File: src/rtl/mips_pkg.sv
`default_nettype none
// ============================================================================
// Module      : mips_pkg
// Description : Shared ALUOp, funct and ALU control encodings plus the ID/EX
//               control-bundle layout and the forwarding match helper.
// Revision    : 1.0 - initial release
// ============================================================================
package mips_pkg;

   // ALUOp field driven by the main decoder
   localparam logic [1:0] ALUOP_ADD   = 2'b00;
   localparam logic [1:0] ALUOP_SUB   = 2'b01;
   localparam logic [1:0] ALUOP_RTYPE = 2'b10;
   localparam logic [1:0] ALUOP_RSVD  = 2'b11;

   // R-type funct field values understood by the ALU
   localparam logic [5:0] FUNCT_ADD = 6'b100000;
   localparam logic [5:0] FUNCT_SUB = 6'b100010;
   localparam logic [5:0] FUNCT_AND = 6'b100100;
   localparam logic [5:0] FUNCT_OR  = 6'b100101;

   // ALU operation codes
   localparam logic [3:0] ALUC_AND     = 4'b0000;
   localparam logic [3:0] ALUC_OR      = 4'b0001;
   localparam logic [3:0] ALUC_ADD     = 4'b0010;
   localparam logic [3:0] ALUC_SUB     = 4'b0110;
   localparam logic [3:0] ALUC_INVALID = 4'b1111;

   // Control bundle as delivered by ID, MSB first
   typedef struct packed {
      logic reg_write;
      logic mem_read;
      logic mem_write;
      logic mem_to_reg;
      logic alu_src;
      logic reg_dst;
   } id_ctrl_t;

   // A later stage may forward to an index only when it writes that same,
   // non-zero register; register 0 is hard-wired and never forwarded.
   function automatic logic fwd_match(input logic       we,
                                      input logic [4:0] dst,
                                      input logic [4:0] idx);
      return we && (dst == idx) && (idx != 5'd0);
   endfunction

endpackage
`default_nettype wire

File: src/rtl/alu_ctrl_dec.sv
`default_nettype none
// ============================================================================
// Module      : alu_ctrl_dec
// Description : Decodes ALUOp and funct into the 4-bit ALU operation code.
// Revision    : 1.0 - initial release
// ============================================================================
module alu_ctrl_dec
   import mips_pkg::*;
(
   input  logic [1:0] alu_op,
   input  logic [5:0] funct,
   output logic [3:0] alu_control
);

   // Unsupported ALUOp/funct combinations map to the invalid code
   always_comb begin
      alu_control = ALUC_INVALID;
      case (alu_op)
         ALUOP_ADD: alu_control = ALUC_ADD;
         ALUOP_SUB: alu_control = ALUC_SUB;
         ALUOP_RTYPE: begin
            case (funct)
               FUNCT_ADD: alu_control = ALUC_ADD;
               FUNCT_SUB: alu_control = ALUC_SUB;
               FUNCT_AND: alu_control = ALUC_AND;
               FUNCT_OR:  alu_control = ALUC_OR;
               default:   alu_control = ALUC_INVALID;
            endcase
         end
         default: alu_control = ALUC_INVALID;
      endcase
   end

endmodule
`default_nettype wire

File: src/rtl/id_ex_stage.sv
`default_nettype none
// ============================================================================
// Module      : id_ex_stage
// Description : ID/EX pipeline register with stall/flush, ALU control decode,
//               EX-stage operand forwarding and load-use hazard detection.
// Revision    : 1.0 - initial release
// ============================================================================
module id_ex_stage
   import mips_pkg::*;
#(
   parameter int DATA_W = 32
) (
   input  logic              clk,
   input  logic              reset,
   input  logic              stall,
   input  logic              flush,
   input  logic              id_valid,
   input  logic [5:0]        id_ctrl,
   input  logic [1:0]        id_alu_op,
   input  logic [5:0]        id_funct,
   input  logic [4:0]        id_rs,
   input  logic [4:0]        id_rt,
   input  logic [4:0]        id_rd,
   input  logic [DATA_W-1:0] id_rs_data,
   input  logic [DATA_W-1:0] id_rt_data,
   input  logic [DATA_W-1:0] id_imm,
   input  logic              mem_fwd_we,
   input  logic [4:0]        mem_fwd_rd,
   input  logic [DATA_W-1:0] mem_fwd_data,
   input  logic              wb_fwd_we,
   input  logic [4:0]        wb_fwd_rd,
   input  logic [DATA_W-1:0] wb_fwd_data,
   output logic              ex_valid,
   output logic [3:0]        ex_ctrl,
   output logic [DATA_W-1:0] alu_a,
   output logic [DATA_W-1:0] alu_b,
   output logic [3:0]        alu_control,
   output logic [DATA_W-1:0] ex_store_data,
   output logic [4:0]        ex_write_reg,
   output logic              load_use_hazard
);

   logic              valid_q,   valid_d;
   id_ctrl_t          ctrl_q,    ctrl_d;
   logic [1:0]        alu_op_q,  alu_op_d;
   logic [5:0]        funct_q,   funct_d;
   logic [4:0]        rs_q,      rs_d;
   logic [4:0]        rt_q,      rt_d;
   logic [4:0]        rd_q,      rd_d;
   logic [DATA_W-1:0] rs_data_q, rs_data_d;
   logic [DATA_W-1:0] rt_data_q, rt_data_d;
   logic [DATA_W-1:0] imm_q,     imm_d;

   logic [DATA_W-1:0] fwd_rs;
   logic [DATA_W-1:0] fwd_rt;

   // Next-state: flush inserts a bubble (wins over stall), stall holds, else load
   always_comb begin
      valid_d   = valid_q;
      ctrl_d    = ctrl_q;
      alu_op_d  = alu_op_q;
      funct_d   = funct_q;
      rs_d      = rs_q;
      rt_d      = rt_q;
      rd_d      = rd_q;
      rs_data_d = rs_data_q;
      rt_data_d = rt_data_q;
      imm_d     = imm_q;
      if (flush) begin
         valid_d = 1'b0;
         ctrl_d  = '0;
      end else if (!stall) begin
         valid_d   = id_valid;
         ctrl_d    = id_ctrl_t'(id_ctrl);
         alu_op_d  = id_alu_op;
         funct_d   = id_funct;
         rs_d      = id_rs;
         rt_d      = id_rt;
         rd_d      = id_rd;
         rs_data_d = id_rs_data;
         rt_data_d = id_rt_data;
         imm_d     = id_imm;
      end
   end

   // Pipeline register; reset empties the stage so a bubble follows release
   always_ff @(posedge clk or posedge reset) begin
      if (reset) begin
         valid_q   <= 1'b0;
         ctrl_q    <= '0;
         alu_op_q  <= '0;
         funct_q   <= '0;
         rs_q      <= '0;
         rt_q      <= '0;
         rd_q      <= '0;
         rs_data_q <= '0;
         rt_data_q <= '0;
         imm_q     <= '0;
      end else begin
         valid_q   <= valid_d;
         ctrl_q    <= ctrl_d;
         alu_op_q  <= alu_op_d;
         funct_q   <= funct_d;
         rs_q      <= rs_d;
         rt_q      <= rt_d;
         rd_q      <= rd_d;
         rs_data_q <= rs_data_d;
         rt_data_q <= rt_data_d;
         imm_q     <= imm_d;
      end
   end

   // Operand forwarding: the younger EX/MEM result beats MEM/WB
   always_comb begin
      fwd_rs = rs_data_q;
      if (fwd_match(mem_fwd_we, mem_fwd_rd, rs_q)) begin
         fwd_rs = mem_fwd_data;
      end else if (fwd_match(wb_fwd_we, wb_fwd_rd, rs_q)) begin
         fwd_rs = wb_fwd_data;
      end
      fwd_rt = rt_data_q;
      if (fwd_match(mem_fwd_we, mem_fwd_rd, rt_q)) begin
         fwd_rt = mem_fwd_data;
      end else if (fwd_match(wb_fwd_we, wb_fwd_rd, rt_q)) begin
         fwd_rt = wb_fwd_data;
      end
   end

   // Datapath outputs and load-use detection against the instruction in ID
   always_comb begin
      ex_valid        = valid_q;
      ex_ctrl         = valid_q ? {ctrl_q.reg_write, ctrl_q.mem_read,
                                   ctrl_q.mem_write, ctrl_q.mem_to_reg} : 4'b0000;
      alu_a           = fwd_rs;
      alu_b           = ctrl_q.alu_src ? imm_q : fwd_rt;
      ex_store_data   = fwd_rt;
      ex_write_reg    = ctrl_q.reg_dst ? rd_q : rt_q;
      load_use_hazard = valid_q && ctrl_q.mem_read && id_valid &&
                        (ex_write_reg != 5'd0) &&
                        ((ex_write_reg == id_rs) || (ex_write_reg == id_rt));
   end

   alu_ctrl_dec u_alu_ctrl_dec (
      .alu_op      (alu_op_q),
      .funct       (funct_q),
      .alu_control (alu_control)
   );

endmodule
`default_nettype wire

File: config.mk
export PLATFORM = sky130hd
export DESIGN_NAME = id_ex_stage
export DESIGN_NICKNAME = d
export VERILOG_FILES = /design/src/rtl/mips_pkg.sv /design/src/rtl/alu_ctrl_dec.sv /design/src/rtl/id_ex_stage.sv
export SDC_FILE = /design/constraint.sdc
export NUM_CORES = 1
export LEC_CHECK = 0
export CORE_UTILIZATION = 32
export CTS_CLUSTER_DIAMETER = 150
export DETAILED_ROUTE_END_ITERATION = 6
export GPL_ROUTABILITY_DRIVEN = 1
export PLACE_DENSITY = 0.7
export SYNTH_ARGS = -nofsm -noshare
export SYNTH_HDL_FRONTEND = slang
export SYNTH_SLANG_ARGS = --single-unit
File: constraint.sdc
create_clock -name clk -period 4.7 [get_ports clk]
set_input_delay 0.47 -clock clk [delete_from_list [all_inputs] [get_ports clk]]
set_output_delay 0.47 -clock clk [all_outputs]
set_load 0.01 [all_outputs]
==> impl_metrics.env <==
export IMPL_synth_async_reset_ratio=1.00
export IMPL_hold_class="flip-flop to flip-flop"
export IMPL_io_pins=317
export IMPL_wl_per_cell_um=20.0
export IMPL_synth_ff_latch_count=126
export IMPL_p_comb_frac=0.322
export IMPL_critPathMaxFanout=14
export IMPL_clockPowerShare=0.335
export IMPL_r2r_end="ctrl_q[1]"
export IMPL_synth_adder_area_share=0
export IMPL_start_kind="input pin"
export IMPL_switching_share=0.299
export IMPL_p_int_mw=2.78
export IMPL_post_dp_hpwl_mm=18.3
export IMPL_drive_above_1_share=0.202
export IMPL_yosys_area_top_type_share=0.430
export IMPL_drtIter0Drc=389
export IMPL_die_w_um=153
export IMPL_power_density_nw_per_um2=348
export IMPL_nFillCells=2085
export IMPL_antenna_cells=0
export IMPL_muxShareOfSynthArea=0.278
export IMPL_drt_total_wl_mm=25.6
export IMPL_core_area_um2=22600
export IMPL_gr_total_overflow=0
export IMPL_dieArea_um2=23500
export IMPL_ys_top_cells_by_area="dfrtp_1, mux2_2, mux2i_1"
export IMPL_total_power_mw=3.96
export IMPL_synth_simple_area_share=0.123
export IMPL_numPortBuffers=316
export IMPL_hold_end="imm_q[0]"
export IMPL_grt_pass1_wl_mm=39.5
export IMPL_crit_path_start="wb_fwd_rd[1]"
export IMPL_power_leakage_nw=4.34
export IMPL_drc_errors=0
export IMPL_seqPwrFrac=0.342
export IMPL_cts_hold_buffers_added=0
export IMPL_yosysMostFrequentCell="mux2_2"
export IMPL_antenna_found_initial=1
export IMPL_p_sw_mw=1.19
export IMPL_min_delay_path_depth=1
export IMPL_cts_reportedPaths_clkPinSlew_ns=0.06
export IMPL_fmax_mhz=256
export IMPL_syn_area_um2=7330
export IMPL_grt_pass1_vias=6746
export IMPL_dpl_cell_area_um2=10800
export IMPL_synth_seq_area_share=0.430
export IMPL_post_cts_buffers=0
export IMPL_grt_max_degree=73
export IMPL_ys_types=39
export IMPL_status="finished clean"
export IMPL_synth_edf_count=0
export IMPL_yosysTopAreaCell="dfrtp_1"
export IMPL_ant_nets=0
export IMPL_r2r_start="ctrl_q[1]"
export IMPL_worstSetupPathType="input pin to output pin"
export IMPL_synth_xor_area_share=0.0369
export IMPL_max_vdd_ir_drop_mv=0.252
export IMPL_synth_ff_type="dfrtp_1"
export IMPL_worstPathRequired_ns=4.23
export IMPL_cts_repair_resize_count=0
export IMPL_finalWeightedCongestion=0.812
export IMPL_synth_warning_count=0
export IMPL_finalSetupViolations=0
export IMPL_cp_arrival_ns=3.44
export IMPL_reg2reg_depth=2
export IMPL_synth_compound_area_frac=0.0937
export IMPL_endpoint_kind="output pin"
export IMPL_avgSynthCellArea_um2=10.7
export IMPL_timing_final_max_slew_violations=0
export IMPL_relSlewSlack=0.306
export IMPL_synth_top_family_by_area="multiplexers"
export IMPL_cts_sinks=126
export IMPL_vias_per_cell=5.21
export IMPL_synthCells=688
export IMPL_cts_root_buffer="clkbuf_16"
export IMPL_htree_num_levels=4
export IMPL_syn_nets=894
export IMPL_fp_row_count=55
export IMPL_area_growth_pct=55.1
export IMPL_rrSetupSlack_ns=3.28
export IMPL_synthTopCellsByCount="mux2_2, dfrtp_1, mux2i_1"
export IMPL_fin_area_um2=11400
export IMPL_cap_viol_max_count=0
export IMPL_cts_tree="done"
export IMPL_rsz0062_at_grt="no"
export IMPL_fin_skew_ns=0
export IMPL_start_util=0.325
export IMPL_track_usage=0.219
export IMPL_finalHoldViolations=0
export IMPL_clk_path_buf_depth=2
export IMPL_min_delay_start="imm_q[0]"
export IMPL_fin_crit_ns=3.91
export IMPL_die_h_um=153
export IMPL_setup_ws_ns=0.787
export IMPL_finalCritPeriodShare=0.833
export IMPL_final_setup_tns_ns=0
export IMPL_tightest_slew_ns=1.04
export IMPL_layout_nets=1189
export IMPL_cts_inserted_buffers=17
export IMPL_final_util=0.504
export IMPL_via_count=6669
export IMPL_drtPass1Iterations=5
export IMPL_insertion_delay_ns=0.42
export IMPL_dp_slack_ns=0.755
## worst max-delay path, cell delays in order
cell	delay [ns]
clkdlybuf4s50_1	0.60
xnor2_4	0.15
nand2_1	0.39
or3_1	0.69
a221oi_1	0.50
o31ai_1	0.13
clkdlybuf4s50_1	0.52
## sequential cells by signal, indices dropped and copies added (netlist names)
signal	count
rt_data_q	32
rs_data_q	32
ex_valid	1
imm_q	32
rs_q	5
ctrl_q	6
rt_q	5
alu_op_q	2
rd_q	5
funct_q	6
## per-stage QoR
stage / hold WS [ns] / instances
floorplan: 0.475 / 688
global placement: 0.484 / 1249
detailed placement: 0.492 / 1249
CTS: 0.506 / 1281
global route: 0.514 / 1281
finish: 0.502 / 1281
## cells in the final DEF (no fill, tap or decap), drive strengths merged
cell type      count
and3              32
clkinvlp           3
bufinv             2
or2                3
nor4               2
dfrtp            126
a211o              1
a221oi             9
nand3             26
clkdlybuf4s50    316
xor2               8
nand4b             1
o211ai             1
nand2             43
nand2b             2
o21a               2
mux2i             44
o31ai             32
a31oi             23
a21o               1
and4               1
or4                1
mux2             142
clkinv             6
and2               4
o22ai              1
nor3              25
a21oi              1
buf               17
nor2b              1
xnor2             22
nor2              32
nand4              5
or3                2
o21ai             32
clkbuf            17
inv               10
## kinds of logic (layout without fill, tap and decap cells)
kind of cell	Yosys count	after routing
mux	186	186
simple gates	180	180
flops	126	126
compound gates	103	103
buf+inv	63	371
xor+xnor	30	30
## cell type report
class	count	area [um^2]	share of cell area
flip-flops and latches	126	3150	0.277
inverters	6	27.5	0.00242
well taps	285	357	0.0313
multi-input cells	499	3930	0.346
clock inverters	15	161	0.0142
clock buffers	17	425	0.0374
repair buffers	333	3320	0.291
## power by group through the flow
stage / combinational [mW] / clock (mW) / sequential (mW)
CTS: 1.28 / 1.36 / 1.36
floorplan: 0.624 / 0 / 1.32
detailed placement: 1.27 / 0 / 1.37
global route: 1.36 / 1.42 / 1.38
finish: 1.28 / 1.33 / 1.36
global placement: 1.26 / 0 / 1.37
## how the worst max path moves through the flow
stage | to | slack, ns | cells past startpoint
6_report | alu_b[11] | 0.79 | 7
3_3_place_gp | alu_b[11] | 0.77 | 7
5_1_grt | alu_b[16] | 0.60 | 6
2_1_floorplan | alu_op_q[0] | 0.87 | 1
4_1_cts | alu_b[16] | 0.72 | 6
3_5_place_dp | alu_b[11] | 0.75 | 7
## layer usage
metal | part of all wire | GRT usage | vias to the layer above
met5 | 0.00051 | 0 | -
met4 | 0.022 | 0.0719 | 2
met3 | 0.074 | 0.0561 | 40
met2 | 0.47 | 0.361 | 296
met1 | 0.43 | 0.279 | 3218
li1 | - | - | 3113
No activity file was read; power rests on OpenSTA's default activity.
